==> src/rtl/bp_update_queue_if.sv <==
// Lookup/resolve/update bundle between the predictor pipeline and the update queue.
// The slave modport is the queue side; master is the pipeline/predictor side.
interface bp_update_queue_if #(
    parameter int DEPTH = 8,
    parameter int IDX_W = 32,
    parameter int CNT_W = 32
);
    localparam int CB = $clog2(DEPTH + 1);

    logic             flush_i;
    logic             pred_valid_i;
    logic [IDX_W-1:0] pred_idx_i;
    logic             pred_taken_i;
    logic             pred_ready_o;
    logic             res_valid_i;
    logic             res_taken_i;
    logic             upd_valid_o;
    logic [IDX_W-1:0] upd_idx_o;
    logic             upd_taken_o;
    logic             upd_mispred_o;
    logic [CB-1:0]    count_o;
    logic [CNT_W-1:0] total_o;
    logic [CNT_W-1:0] mispred_cnt_o;
    logic             underflow_o;

    modport slave (
        input  flush_i, pred_valid_i, pred_idx_i, pred_taken_i, res_valid_i, res_taken_i,
        output pred_ready_o, upd_valid_o, upd_idx_o, upd_taken_o, upd_mispred_o,
               count_o, total_o, mispred_cnt_o, underflow_o
    );

    modport master (
        output flush_i, pred_valid_i, pred_idx_i, pred_taken_i, res_valid_i, res_taken_i,
        input  pred_ready_o, upd_valid_o, upd_idx_o, upd_taken_o, upd_mispred_o,
               count_o, total_o, mispred_cnt_o, underflow_o
    );
endinterface

==> src/rtl/bp_update_queue.sv <==
// In-order queue of predictions; each resolve pops one entry and emits a registered update 1 cycle later.
// Pushes are refused (pred_ready_o low) when full; resolves on an empty queue only set sticky underflow.
module bp_update_queue #(
    parameter int DEPTH = 8,
    parameter int IDX_W = 32,
    parameter int CNT_W = 32
) (
    input  logic                 clk_i,
    input  logic                 rst_i,
    bp_update_queue_if.slave     bus
);
    localparam int PTR_W = $clog2(DEPTH);
    localparam int CB    = $clog2(DEPTH + 1);

    logic [IDX_W-1:0] r_idx_mem [DEPTH];
    logic [DEPTH-1:0] r_tkn_mem;
    logic [PTR_W-1:0] r_wr_ptr;
    logic [PTR_W-1:0] r_rd_ptr;
    logic [CB-1:0]    r_count;
    logic             r_upd_valid;
    logic [IDX_W-1:0] r_upd_idx;
    logic             r_upd_taken;
    logic             r_upd_mispred;
    logic [CNT_W-1:0] r_total;
    logic [CNT_W-1:0] r_mispred_cnt;
    logic             r_underflow;

    logic w_full;
    logic w_empty;
    logic w_push;
    logic w_pop;
    logic w_mis;

    assign w_full  = (r_count == CB'(DEPTH));
    assign w_empty = (r_count == '0);
    // Readiness and pop eligibility look only at occupancy before this edge.
    assign w_push  = bus.pred_valid_i && !w_full  && !bus.flush_i;
    assign w_pop   = bus.res_valid_i  && !w_empty && !bus.flush_i;
    assign w_mis   = r_tkn_mem[r_rd_ptr] ^ bus.res_taken_i;

    always_ff @(posedge clk_i) begin
        if (w_push) begin
            r_idx_mem[r_wr_ptr] <= bus.pred_idx_i;
            r_tkn_mem[r_wr_ptr] <= bus.pred_taken_i;
        end
    end

    always_ff @(posedge clk_i) begin
        if (rst_i) begin
            r_wr_ptr      <= '0;
            r_rd_ptr      <= '0;
            r_count       <= '0;
            r_upd_valid   <= 1'b0;
            r_upd_idx     <= '0;
            r_upd_taken   <= 1'b0;
            r_upd_mispred <= 1'b0;
            r_total       <= '0;
            r_mispred_cnt <= '0;
            r_underflow   <= 1'b0;
        end else if (bus.flush_i) begin
            r_wr_ptr    <= '0;
            r_rd_ptr    <= '0;
            r_count     <= '0;
            r_upd_valid <= 1'b0;
        end else begin
            r_upd_valid <= w_pop;
            if (w_push) r_wr_ptr <= r_wr_ptr + 1'b1;
            if (w_pop)  r_rd_ptr <= r_rd_ptr + 1'b1;
            case ({w_push, w_pop})
                2'b10:   r_count <= r_count + 1'b1;
                2'b01:   r_count <= r_count - 1'b1;
                default: r_count <= r_count;
            endcase
            if (w_pop) begin
                r_upd_idx     <= r_idx_mem[r_rd_ptr];
                r_upd_taken   <= bus.res_taken_i;
                r_upd_mispred <= w_mis;
                if (r_total != '1) r_total <= r_total + 1'b1;
                if (w_mis && (r_mispred_cnt != '1)) r_mispred_cnt <= r_mispred_cnt + 1'b1;
            end
            if (bus.res_valid_i && w_empty) r_underflow <= 1'b1;
        end
    end

    assign bus.pred_ready_o  = !w_full;
    assign bus.count_o       = r_count;
    assign bus.upd_valid_o   = r_upd_valid;
    assign bus.upd_idx_o     = r_upd_idx;
    assign bus.upd_taken_o   = r_upd_taken;
    assign bus.upd_mispred_o = r_upd_mispred;
    assign bus.total_o       = r_total;
    assign bus.mispred_cnt_o = r_mispred_cnt;
    assign bus.underflow_o   = r_underflow;
endmodule

==> src/flat_wrapper.sv <==
// flat-port wrapper written by rule: the top's interface ports become plain ports
module bp_update_queue_flat 
#(
    parameter int DEPTH = 8,
    parameter int IDX_W = 32,
    parameter int CNT_W = 32
)
  (clk_i, rst_i, bus_flush_i, bus_pred_valid_i, bus_pred_idx_i, bus_pred_taken_i, bus_res_valid_i, bus_res_taken_i, bus_pred_ready_o, bus_upd_valid_o, bus_upd_idx_o, bus_upd_taken_o, bus_upd_mispred_o, bus_count_o, bus_total_o, bus_mispred_cnt_o, bus_underflow_o);
  bp_update_queue_if #(.DEPTH(DEPTH), .IDX_W(IDX_W), .CNT_W(CNT_W)) bus_i ();
  input  logic clk_i;
  input  logic rst_i;
  input wire logic [$bits(bus_i.flush_i)-1:0] bus_flush_i;
  input wire logic [$bits(bus_i.pred_valid_i)-1:0] bus_pred_valid_i;
  input wire logic [$bits(bus_i.pred_idx_i)-1:0] bus_pred_idx_i;
  input wire logic [$bits(bus_i.pred_taken_i)-1:0] bus_pred_taken_i;
  input wire logic [$bits(bus_i.res_valid_i)-1:0] bus_res_valid_i;
  input wire logic [$bits(bus_i.res_taken_i)-1:0] bus_res_taken_i;
  output wire logic [$bits(bus_i.pred_ready_o)-1:0] bus_pred_ready_o;
  output wire logic [$bits(bus_i.upd_valid_o)-1:0] bus_upd_valid_o;
  output wire logic [$bits(bus_i.upd_idx_o)-1:0] bus_upd_idx_o;
  output wire logic [$bits(bus_i.upd_taken_o)-1:0] bus_upd_taken_o;
  output wire logic [$bits(bus_i.upd_mispred_o)-1:0] bus_upd_mispred_o;
  output wire logic [$bits(bus_i.count_o)-1:0] bus_count_o;
  output wire logic [$bits(bus_i.total_o)-1:0] bus_total_o;
  output wire logic [$bits(bus_i.mispred_cnt_o)-1:0] bus_mispred_cnt_o;
  output wire logic [$bits(bus_i.underflow_o)-1:0] bus_underflow_o;
  assign bus_i.flush_i = bus_flush_i;
  assign bus_i.pred_valid_i = bus_pred_valid_i;
  assign bus_i.pred_idx_i = bus_pred_idx_i;
  assign bus_i.pred_taken_i = bus_pred_taken_i;
  assign bus_i.res_valid_i = bus_res_valid_i;
  assign bus_i.res_taken_i = bus_res_taken_i;
  assign bus_pred_ready_o = bus_i.pred_ready_o;
  assign bus_upd_valid_o = bus_i.upd_valid_o;
  assign bus_upd_idx_o = bus_i.upd_idx_o;
  assign bus_upd_taken_o = bus_i.upd_taken_o;
  assign bus_upd_mispred_o = bus_i.upd_mispred_o;
  assign bus_count_o = bus_i.count_o;
  assign bus_total_o = bus_i.total_o;
  assign bus_mispred_cnt_o = bus_i.mispred_cnt_o;
  assign bus_underflow_o = bus_i.underflow_o;
  bp_update_queue #(.DEPTH(DEPTH), .IDX_W(IDX_W), .CNT_W(CNT_W)) u_core (.clk_i(clk_i), .rst_i(rst_i), .bus(bus_i));
endmodule
==> config.mk <==
export PLATFORM = sky130hd
export DESIGN_NAME = bp_update_queue_flat
export DESIGN_NICKNAME = d
export VERILOG_FILES = /design/src/rtl/bp_update_queue_if.sv /design/src/rtl/bp_update_queue.sv /design/src/flat_wrapper.sv
export SDC_FILE = /design/constraint.sdc
export NUM_CORES = 1
export LEC_CHECK = 0
export BUFFER_PORTS_ARGS = -buffer_cell sky130_fd_sc_hd__buf_2
export CORE_ASPECT_RATIO = 1.4
export CORE_MARGIN = 2
export CORE_UTILIZATION = 50
export DETAILED_ROUTE_END_ITERATION = 7
export PLACE_DENSITY_LB_ADDON = 0.08
export SLEW_MARGIN = 40
export SYNTH_ARGS = -nofsm -noshare
export SYNTH_HDL_FRONTEND = slang
export SYNTH_SLANG_ARGS = --single-unit
==> constraint.sdc <==
create_clock -name clk_i -period 5.9 [get_ports clk_i]
set_clock_uncertainty 0.15 [all_clocks]
set_input_delay 1.475 -clock clk_i [delete_from_list [all_inputs] [get_ports clk_i]]
set_output_delay 1.475 -clock clk_i [all_outputs]
set_load 0.1 [all_outputs]
==> results.md, run 1 <==
- Hold-critical path endpoint: u_core.bus.upd_mispred_o
- Die Wd: 150 um
- CTS Buf Count: 37
- Die Ht: roughly 210 um
- # Post-CTS Setup Buffers: 0
- CTS tree: built
- VDD IR max: between 0.0002 and 0.0003 V
- # DRC: 0
- Fmax: ~0.28 GHz
- Power share of the combinational group: 3.1%
- Hold depth: 2
- Core area: 0.0294 mm^2
- Setup crit end kind: flip-flop
- Synth top area share: 53.0%
- Setup ws final: 2.29 ns
- Slew margin rel.: just under 50%
- Unique masters post-synth: 48
- Reg clk slew, reported paths: ~0.060 ns
- CTS root buf: clkbuf_16
- Worst EP required: 6.20 ns
- Cts repair resizes: 0
- Crit path time final: 3.61 ns
- Seq pwr share: 52.9%
- Net Sw Frac: roughly a fifth
- Sequential-to-total area share from yosys stat: 67.7%
- Synth Flop Type: edfxtp_1
- Critical-path maximum fanout: 71
- Most common cell after layout, fill and taps aside: edfxtp_1
- Synth area leader: edfxtp_1
- Routed WL per cell: 19.9 um
- Period utilization: 61.2%
- Final hold violation count: 0
- NetSw: 1.09 mW
- FF-to-FF setup slack: 2.54 ns
- Critical path arrival: a little under 4 ns
- Fin cells: 1540
- Unrepaired setup endpoints after global routing: no
- Avg Inst Size Synth: around 15 um^2
- Antenna violations before repair: 2
- Clock Power Share: roughly 44%
- Post-Syn Nets: 1032
- Initial core utilization: 50.9%
- Clk sinks: about 370
- GRT overflow: 0
- Final-layout fill cell count: between 2000 and 2500
- Row count: 74
- Die area: between 0.03 and 0.04 mm^2
- Power per cell area: 307 mW/mm^2
- Most frequent cells in the layout: 264 x edfxtp_1, 142 x buf_2, 107 x dfxtp_1
- Area added between synthesis and finish: 16.6%
- Inst Count DP: 1472
- Nets: 1178
- H-tree Lvls: 2
- Top cells by area, synth: edfxtp_1 53%, dfxtp_1 15%, mux4_2 9.8%
- Antenna Cells: 0
- Hold-fix buffers, CTS: 0
- Setup Total Neg Slack: 0 ns
- Min-delay src: u_core.bus.upd_mispred_o
- PortBufs: 143
- Int Pwr: 4.27 mW
- Reg2reg start: u_core.bus.count_o[0]
- Yosys reg bits: between 300 and 400
- Min-Delay Path Class: flip-flop to flip-flop
- DRT iter0 DRCs: 401
- First-pass GRT wire length: 47.9 mm
- DR vias: between 8000 and 9000
- Post-synth EDFFs: 264
- Leak: 5.73 nW
- Type of element launching the critical path: primary input
- Worst reg2reg path depth: 10
- Reg2reg end: u_core.bus.count_o[3]
- # setup viols final: 0
- Crit path kind: primary input to flip-flop
- Vias per cell: 5.70
- Max Slew Vio Count: 0
- Routed Antenna Nets: 0
- Layout cell share with drive strength beyond 1: 27.6%
- Register area: 0.0101 mm^2
- Post-synth ARST share: 0%
- Outcome: completed
- GPL Wtd Cong: approximately 0.74
- I/O Pins: 144
- Cell Area, Synth: 0.0150 mm^2
- Dpl ws: roughly 1.7 ns
- Total iterations of the first detailed-routing run: 5
- Vias in the first global route: 8504
- Tightest Pin Transition: about 0.76 ns
- Multi-input logic area: 0.00461 mm^2
- Syn Inst Count: 986
- Max Buffers Root-to-Sink: 3
- Final wirelength: around 30 mm
- Largest net degree at the start of global routing: 73
- Max-Cap Viols: 0
- Synth warn: 0
- Dpl hpwl: 19.5 mm
- Clk Latency, worst-skew pair: 0.53 ns
- GRT Total Usage: 19.7%
## area by class of cell
| class | instances | share of cell area, % |
|---|---|---|
| sequential | 374 | 58.2 |
| multi-input combinational | 542 | 26.5 |
| clock buffer | 51 | 5.90 |
| timing repair buffer | 165 | 5.40 |
| tap | 380 | 2.73 |
| clock inverter | 16 | 1.08 |
| inverter | 12 | 0.258 |
## flip-flops by register name, summed over array words and instances (netlist names)
signal and count:
u_core.r_idx_mem 256, u_core.bus.mispred_cnt_o 32, u_core.bus.upd_taken_o 1, u_core.bus.upd_mispred_o 1, u_core.bus.total_o 32, u_core.r_rd_ptr 3, u_core.bus.upd_idx_o 32, u_core.bus.count_o 4
u_core.bus.upd_valid_o 1, u_core.bus.underflow_o 1, u_core.r_wr_ptr 3, u_core.r_tkn_mem 8
## logic make-up after synthesis
logic type      synth area share (%)
fa+ha+maj                      0.586
flops                           67.7
buf+inv                         1.92
mux                             13.6
simple gates                    9.51
compound gates                  5.82
xor+xnor                       0.820
## cells in the mapped netlist (all sizes together), types with 12 or more instances
master,n
a211oi,33
dfxtp,110
o31ai,22
or3,17
mux2i,40
nor2,83
o21ai,19
nor4,14
clkbuf,31
inv,12
nor2b,14
edfxtp,264
nand4,18
a21oi,48
buf,27
nand3,22
nand2,32
mux4,65
or4,30
mux2,15
## worst max-delay path, cell delays in order
cell and delay, ns:
buf_2 0.13, nor2b_1 0.20, nand2_1 0.33, inv_2 0.14, buf_4 0.59, ha_1 0.33, a21oi_1 0.10, xor2_1 0.16
or3_1 0.30, a21oi_1 0.15
## per-stage QoR
stage	instance area [um^2]	hold slack [ns]	util (%)	power, mW
finish	17400	0.308	59.4	5.35
global placement	16100	0.299	54.9	3.05
detailed placement	16200	0.303	55.2	3.06
CTS	17400	0.312	59.3	5.42
global route	17400	0.345	59.4	5.53
floorplan	15000	0.375	-	2.99
## per-layer routing
layer,up-vias,GRT usage (%),part of all wire (%)
met4,2,5.30,1.9
li1,4192,-,-
met3,47,3.65,4.2
met5,-,0,0.052
met1,4368,24.8,42
met2,174,34.8,52
## worst max-delay path by stage
| stage | from | endpoint | slack [ns] | cells past startpoint |
|---|---|---|---|---|
| floorplan | bus_pred_valid_i | u_core.r_idx_mem[0][0] | 0.92 | 4 |
| global placement | bus_flush_i | u_core.r_idx_mem[2][9] | 1.70 | 4 |
| detailed placement | bus_flush_i | u_core.r_idx_mem[3][11] | 1.72 | 5 |
| CTS | bus_flush_i | u_core.bus.count_o[3] | 2.26 | 10 |
| global route | bus_flush_i | u_core.bus.count_o[3] | 2.05 | 10 |
| finish | bus_flush_i | u_core.bus.count_o[2] | 2.29 | 10 |
## power by group through the flow
stage	Clock, mW	Sequential [mW]	Combinational, mW
after floorplan	0	2.94	0.0587
after global placement	0	2.89	0.164
after detailed placement	0	2.89	0.168
after CTS	2.42	2.83	0.168
after global routing	2.52	2.83	0.179
final	2.36	2.83	0.164
(Power assumes the default switching activity.)
==> run 2, diff against run 1 <==
==> constraint.sdc (replaced) <==
create_clock -name clk_i -period 3 [get_ports clk_i]
set_clock_uncertainty 0.15 [all_clocks]
set_input_delay 0.75 -clock clk_i [delete_from_list [all_inputs] [get_ports clk_i]]
set_output_delay 0.75 -clock clk_i [all_outputs]
set_load 0.1 [all_outputs]
==> run 2 against run 1 <==
Effect of this change: register-to-register slack lost 2.1 ns; non-clock buffer count grew 15; final cell count grew 1.2%; worst setup slack lost 1.9 ns; clock-buffer cell count grew 8; critical path type is now flip-flop to output port; largest power group unchanged.
==> results.md, run 2 (synthesis results as in run 1) <==
- Critical path, cell by cell: nor4b_1, buf_4, inv_1, buf_2 (was buf_2, nor2b_1, nand2_1, inv_2, buf_4, ha_1, a21oi_1, xor2_1, or3_1, a21oi_1)
- Die Ht: 209 um (unchanged)
- Slowest stage delay, CP: 0.37 ns (was 0.59 ns)
- First-pass GRT wire length: 48.4 mm (was 47.9 mm)
- Hold-fix buffers, CTS: 0 (unchanged)
- Die Wd: 150 um (unchanged)
- Max Buffers Root-to-Sink: 3 (unchanged)
- Hold depth: 2 (unchanged)
- Vias in the first global route: 8888 (was 8504)
- Max reg flops: 256 (unchanged)
- Die area: 0.0313 mm^2 (unchanged)
- CTS Buf Count: 38 (was 37)
- Tightest Pin Transition: 0.736 ns (was 0.757 ns)
- Inst Count DP: 1488 (was 1472)
- Clk sinks: 374 (unchanged)
- GRT overflow: 0 (unchanged)
- Min-Delay Path Class: flip-flop to flip-flop (unchanged)
- # DRC: 0 (unchanged)
- Outcome: completed (unchanged)
- Clk Latency, worst-skew pair: 0.53 ns (about the same)
- VDD IR max: 0.000487 V (was 0.000257 V)
- Nets: 1194 (was 1178)
- Fmax: 0.386 GHz
- Cts repair resizes: 0 (unchanged)
- Final hold violation count: 0 (unchanged)
- Row count: 74 (unchanged)
- Critical-path maximum fanout: 9 (was 71)
- Antenna violations before repair: 3 (was 2)
- Net Sw Frac: 20.2% (was 20.3%)
- FF-to-FF setup slack: 0.49 ns (was 2.54 ns)
- Vias per cell: 5.76 (was 5.70)
- Most flop-heavy register: u_core.r_idx_mem (unchanged)
- H-tree Lvls: 2 (unchanged)
- Unrepaired setup endpoints after global routing: no (unchanged)
- Routed Antenna Nets: 0 (unchanged)
- Max Slew Vio Count: 0 (unchanged)
- Most common cell after layout, fill and taps aside: edfxtp_1 (unchanged)
- # setup viols final: 0 (unchanged)
- Crit path time final: 2.59 ns
- Initial core utilization: 50.9% (unchanged)
- Dpl hpwl: 18.6 mm (was 19.5 mm)
- Most frequent cells in the layout: 264 x edfxtp_1, 142 x buf_2, 88 x dfxtp_1 (was 264 x edfxtp_1, 142 x buf_2, 107 x dfxtp_1)
- Reg clk slew, reported paths: 0.06 ns (about the same)
- DRT iter0 DRCs: 426 (was 401)
- I/O Pins: 144 (unchanged)
- Setup ws final: 0.411 ns (was 2.29 ns)
- Min-delay src: u_core.bus.upd_taken_o (was u_core.bus.upd_mispred_o)
- Critical path arrival: 1.69 ns (was 3.91 ns)
- Largest net degree at the start of global routing: 67 (was 73)
- Type of element launching the critical path: flip-flop (was primary input)
- Crit path kind: flip-flop to output port (was primary input to flip-flop)
- Clock Power Share: 43.7% (was 44.0%)
- Area added between synthesis and finish: 18.5% (was 16.6%)
- Slew margin rel.: 50.9% (was 49.5%)
- Worst reg2reg path depth: 10 (unchanged)
- Dpl ws: 0.133 ns (was 1.72 ns)
- GPL Wtd Cong: 0.751 (was 0.736)
- Setup crit end kind: output port (was flip-flop)
- GRT Total Usage: 20.0% (was 19.7%)
- CTS root buf: clkbuf_16 (unchanged)
- Core area: 0.0294 mm^2 (unchanged)
- Worst EP required: 2.10 ns (was 6.20 ns)
- Routed WL per cell: 20.0 um (was 19.9 um)
- Int Pwr: 8.37 mW (was 4.27 mW)
- DR vias: 8980 (was 8783)
- Seq pwr share: 53.2% (was 52.9%)
- Power per cell area: 592 mW/mm^2 (was 307 mW/mm^2)
- PortBufs: 143 (unchanged)
- Reg2reg start: u_core.bus.count_o[0] (unchanged)
- Fin cells: 1559 (was 1540)
- Worst path slowest cell: dfxtp_4 (was buf_4)
- Total iterations of the first detailed-routing run: 4 (was 5)
- Setup Total Neg Slack: 0 ns (unchanged)
- Power share of the combinational group: 3.1% (about the same)
- Final wirelength: 31.1 mm (was 30.7 mm)
- Reg2reg end: u_core.bus.count_o[2] (was u_core.bus.count_o[3])
- Fin util: 60.4% (was 59.4%)
- # Post-CTS Setup Buffers: 0 (unchanged)
- Max-Cap Viols: 0 (unchanged)
- Leak: 5.83 nW (was 5.73 nW)
- Period utilization: 86.3%
- Layout cell share with drive strength beyond 1: 30.2% (was 27.6%)
- CTS tree: built (unchanged)
- NetSw: 2.11 mW (was 1.09 mW)
- Hold-critical path endpoint: u_core.bus.upd_taken_o (was u_core.bus.upd_mispred_o)
[run 2: cell count changes in the layout (fill, tap and decap cells not counted), sizes merged]
cell      change
buf          +15
bufinv        -2
clkbuf        +8
clkinv        -1
clkinvlp      -2
diode         +2
inv           -1
[run 2: metrics by stage]
| step | cell area, um^2 | total power, mW | hold WS (ns) |
|---|---|---|---|
| 2_1_floorplan | 15000 | 5.89 | 0.375 |
| 3_3_place_gp | 16500 | 6.01 | 0.300 |
| 3_5_place_dp | 16500 | 6.02 | 0.301 |
| 4_1_cts | 17700 | 10.6 | 0.309 |
| 5_1_grt | 17700 | 10.8 | 0.328 |
| 6_report | 17700 | 10.5 | 0.305 |
[run 2: power by group through the flow]
stage | logic (mW) | registers, mW | clock network, mW
floorplan | 0.119 | 5.77 | 0
finish | 0.330 | 5.57 | 4.58
detailed placement | 0.334 | 5.68 | 0
global placement | 0.328 | 5.68 | 0
global route | 0.357 | 5.57 | 4.90
CTS | 0.334 | 5.57 | 4.71
[run 2: layout make-up]
cell class | count | area, um^2
Tap cell | 380 | 475
Clock inverter | 10 | 103
Multi-Input combinational cell | 542 | 4630
Sequential cell | 374 | 10200
Antenna cell | 2 | 5.00
Timing Repair Buffer | 180 | 1180
Clock buffer | 59 | 1110
Fill cell | 2299 | 11600
Inverter | 12 | 45.0
[run 2: worst max-delay path, delay by kind of cell (launching register included)]
| kind | cells | cell delay, ns |
|---|---|---|
| buffers and inverters | 3 | 0.50 |
| and+or+nand+nor | 1 | 0.30 |
| DFF | 1 | 0.37 |
[run 2: how the worst max path moves through the flow]
| stage | startpoint | endpoint |
|---|---|---|
| final | u_core.bus.count_o[0] | bus_pred_ready_o |
| after global routing | u_core.bus.total_o[18] | u_core.bus.total_o[6] |
| after CTS | u_core.bus.count_o[0] | bus_pred_ready_o |
| after detailed placement | bus_flush_i | u_core.bus.total_o[28] |
| after global placement | bus_flush_i | u_core.bus.total_o[25] |
| after floorplan | u_core.bus.mispred_cnt_o[19] | u_core.bus.mispred_cnt_o[0] |
[run 2: layer usage]
metal | GRT usage (%) | share of wire, %
met5 | 0 | 0.042
met4 | 6.28 | 2.7
met2 | 35.4 | 52
met1 | 24.6 | 41
met3 | 3.76 | 4.4
==> run 3, diff against run 2 <==
--- a/config.mk
+++ b/config.mk
@@ -8,7 +8,7 @@
 export BUFFER_PORTS_ARGS = -buffer_cell sky130_fd_sc_hd__buf_2
 export CORE_ASPECT_RATIO = 1.4
 export CORE_MARGIN = 2
-export CORE_UTILIZATION = 50
+export CORE_UTILIZATION = 53
 export DETAILED_ROUTE_END_ITERATION = 7
 export PLACE_DENSITY_LB_ADDON = 0.08
 export SLEW_MARGIN = 40
==> run 3 against run 2 <==
Effect of this change: critical path depth is the same; power decreased by 0.19%; final area decreased by 0.46%; worst hold slack better by 0.0050 ns; flip-flop and latch count unchanged; global-route usage is 1.1 points higher; sequential share of layout area is 0.25 points higher; clock-buffer cell count is 4 lower; wire length about the same.
==> results.md, run 3 (synthesis results as in run 1) <==
- Reg clk slew, reported paths: 0.06 ns (about the same)
- Setup Total Neg Slack: 0 ns (unchanged)
- Die area: 0.0296 mm^2 (was 0.0313 mm^2)
- Min-delay src: u_core.bus.upd_mispred_o (was u_core.bus.upd_taken_o)
- H-tree Lvls: 2 (unchanged)
- Critical path arrival: 1.70 ns (was 1.69 ns)
- Crit path kind: flip-flop to output port (unchanged)
- Most common cell after layout, fill and taps aside: edfxtp_1 (unchanged)
- GRT overflow: 0 (unchanged)
- Critical Path Start: u_core.bus.count_o[0] (unchanged)
- CTS root buf: clkbuf_16 (unchanged)
- Worst reg2reg path depth: 10 (unchanged)
- Vias per cell: 5.83 (was 5.76)
- Hold slack: 0.310 ns (was 0.305 ns)
- Hold-fix buffers, CTS: 0 (unchanged)
- Fmax: 0.384 GHz (was 0.386 GHz)
- I/O Pins: 144 (unchanged)
- Final hold violation count: 0 (unchanged)
- Multi-input logic area: 0.00463 mm^2 (unchanged)
- CTS tree: built (unchanged)
- DRT iter0 DRCs: 460 (was 426)
- Design Area, Final: 0.0176 mm^2 (was 0.0177 mm^2)
- Routed WL per cell: 20.1 um (was 20.0 um)
- # Post-CTS Setup Buffers: 0 (unchanged)
- Dpl ws: 0.160 ns (was 0.133 ns)
- Final-layout fill cell count: 2113 (was 2299)
- VDD IR max: 0.000507 V (was 0.000487 V)
- Most flop-heavy register: u_core.r_idx_mem (unchanged)
- Type of element launching the critical path: flip-flop (unchanged)
- Power per cell area: 593 mW/mm^2 (was 592 mW/mm^2)
- Core area: 0.0277 mm^2 (was 0.0294 mm^2)
- Leak: 5.80 nW (was 5.83 nW)
- Clk Latency, worst-skew pair: 0.52 ns (was 0.53 ns)
- DR vias: 9022 (was 8980)
- Most frequent cells in the layout: 264 x edfxtp_1, 142 x buf_2, 88 x dfxtp_1 (unchanged)
- Max reg flops: 256 (unchanged)
- Layout cell share with drive strength beyond 1: 30.1% (was 30.2%)
- Die Wd: 146 um (was 150 um)
- Vias in the first global route: 8952 (was 8888)
- Wl on met1: 13.0 mm (was 12.8 mm)
- Nets: 1192 (was 1194)
- Period utilization: 86.8% (was 86.3%)
- Hold depth: 2 (unchanged)
- Overall power: 10.5 mW (about the same)
- Max-Cap Viols: 0 (unchanged)
- Metal2 WL: 16.1 mm (about the same)
- CTS Buf Count: 37 (was 38)
- Highest metal layer with signal wires: met5 (unchanged)
- Inst Count DP: 1477 (was 1488)
- Min-Delay Path Class: flip-flop to flip-flop (unchanged)
- Register area: 0.0102 mm^2 (about the same)
- Initial core utilization: 54.1% (was 50.9%)
- First-pass GRT wire length: 48.9 mm (was 48.4 mm)
- Routed Antenna Nets: 0 (unchanged)
- Tightest Pin Transition: 0.756 ns (was 0.736 ns)
- Slew margin rel.: 49.6% (was 50.9%)
- Worst EP required: 2.10 ns (about the same)
- Fin util: 63.8% (was 60.4%)
- Setup crit end kind: output port (unchanged)
- DR WL met3: 1.38 mm (about the same)
- Critical-path maximum fanout: 9 (unchanged)
- Largest net degree at the start of global routing: 74 (was 67)
- Setup ws final: 0.395 ns (was 0.411 ns)
- PortBufs: 143 (unchanged)
- Max Buffers Root-to-Sink: 3 (unchanged)
- Final wirelength: 31.1 mm (about the same)
- Total iterations of the first detailed-routing run: 5 (was 4)
- Max Slew Vio Count: 0 (unchanged)
- Cts repair resizes: 0 (unchanged)
- GPL Wtd Cong: 0.770 (was 0.751)
- Outcome: completed (unchanged)
- Fin cells: 1547 (was 1559)
- Antenna violations before repair: 3 (unchanged)
- Placed cell area: 0.0164 mm^2 (was 0.0165 mm^2)
- Die Ht: 203 um (was 209 um)
- Area added between synthesis and finish: 17.9% (was 18.5%)
- Dpl hpwl: 18.6 mm (about the same)
- Clk sinks: 374 (unchanged)
- Crit path time final: 2.60 ns (was 2.59 ns)
- # setup viols final: 0 (unchanged)
- Unrepaired setup endpoints after global routing: no (unchanged)
- Row count: 72 (was 74)
- GRT Total Usage: 21.1% (was 20.0%)
- Reg2reg start: u_core.bus.count_o[0] (unchanged)
- # DRC: 0 (unchanged)
==> run 3: worst paths after layout <==
| kind | to | slack, ns |
|---|---|---|
| hold reg to reg | u_core.bus.upd_mispred_o | 0.31 |
| setup reg to reg | u_core.bus.count_o[2] | 0.46 |
| setup / recovery | bus_pred_ready_o | 0.40 |
| hold / removal | u_core.bus.upd_mispred_o | 0.31 |
==> run 3: report_power, final <==
group          total, mW  internal [mW]  switching [mW]
combinational      0.332         0.0923           0.240
sequential          5.57           5.56          0.0157
clock               4.56           2.69            1.87
total               10.5           8.34            2.13
==> run 3: critical path, cell delays in order, from the launching register on <==
cell and delay, ns:
dfxtp_4 0.38, nor4b_1 0.30, buf_4 0.19, inv_1 0.04
buf_2 0.28
==> run 3: area by class of cell <==
type                       count  area share [%]
timing repair buffer         179            6.46
clock buffer                  55            5.93
multi-input combinational    542            26.2
tap                          370            2.62
inverter                      12           0.255
clock inverter                13           0.830
antenna                        2          0.0284
sequential                   374            57.6
==> run 3: layer usage <==
metal | vias to the layer above | track usage, %
li1 | 4230 | -
met1 | 4534 | 26.6
met2 | 202 | 37.6
met3 | 54 | 3.57
met4 | 2 | 6.23
met5 | - | 0
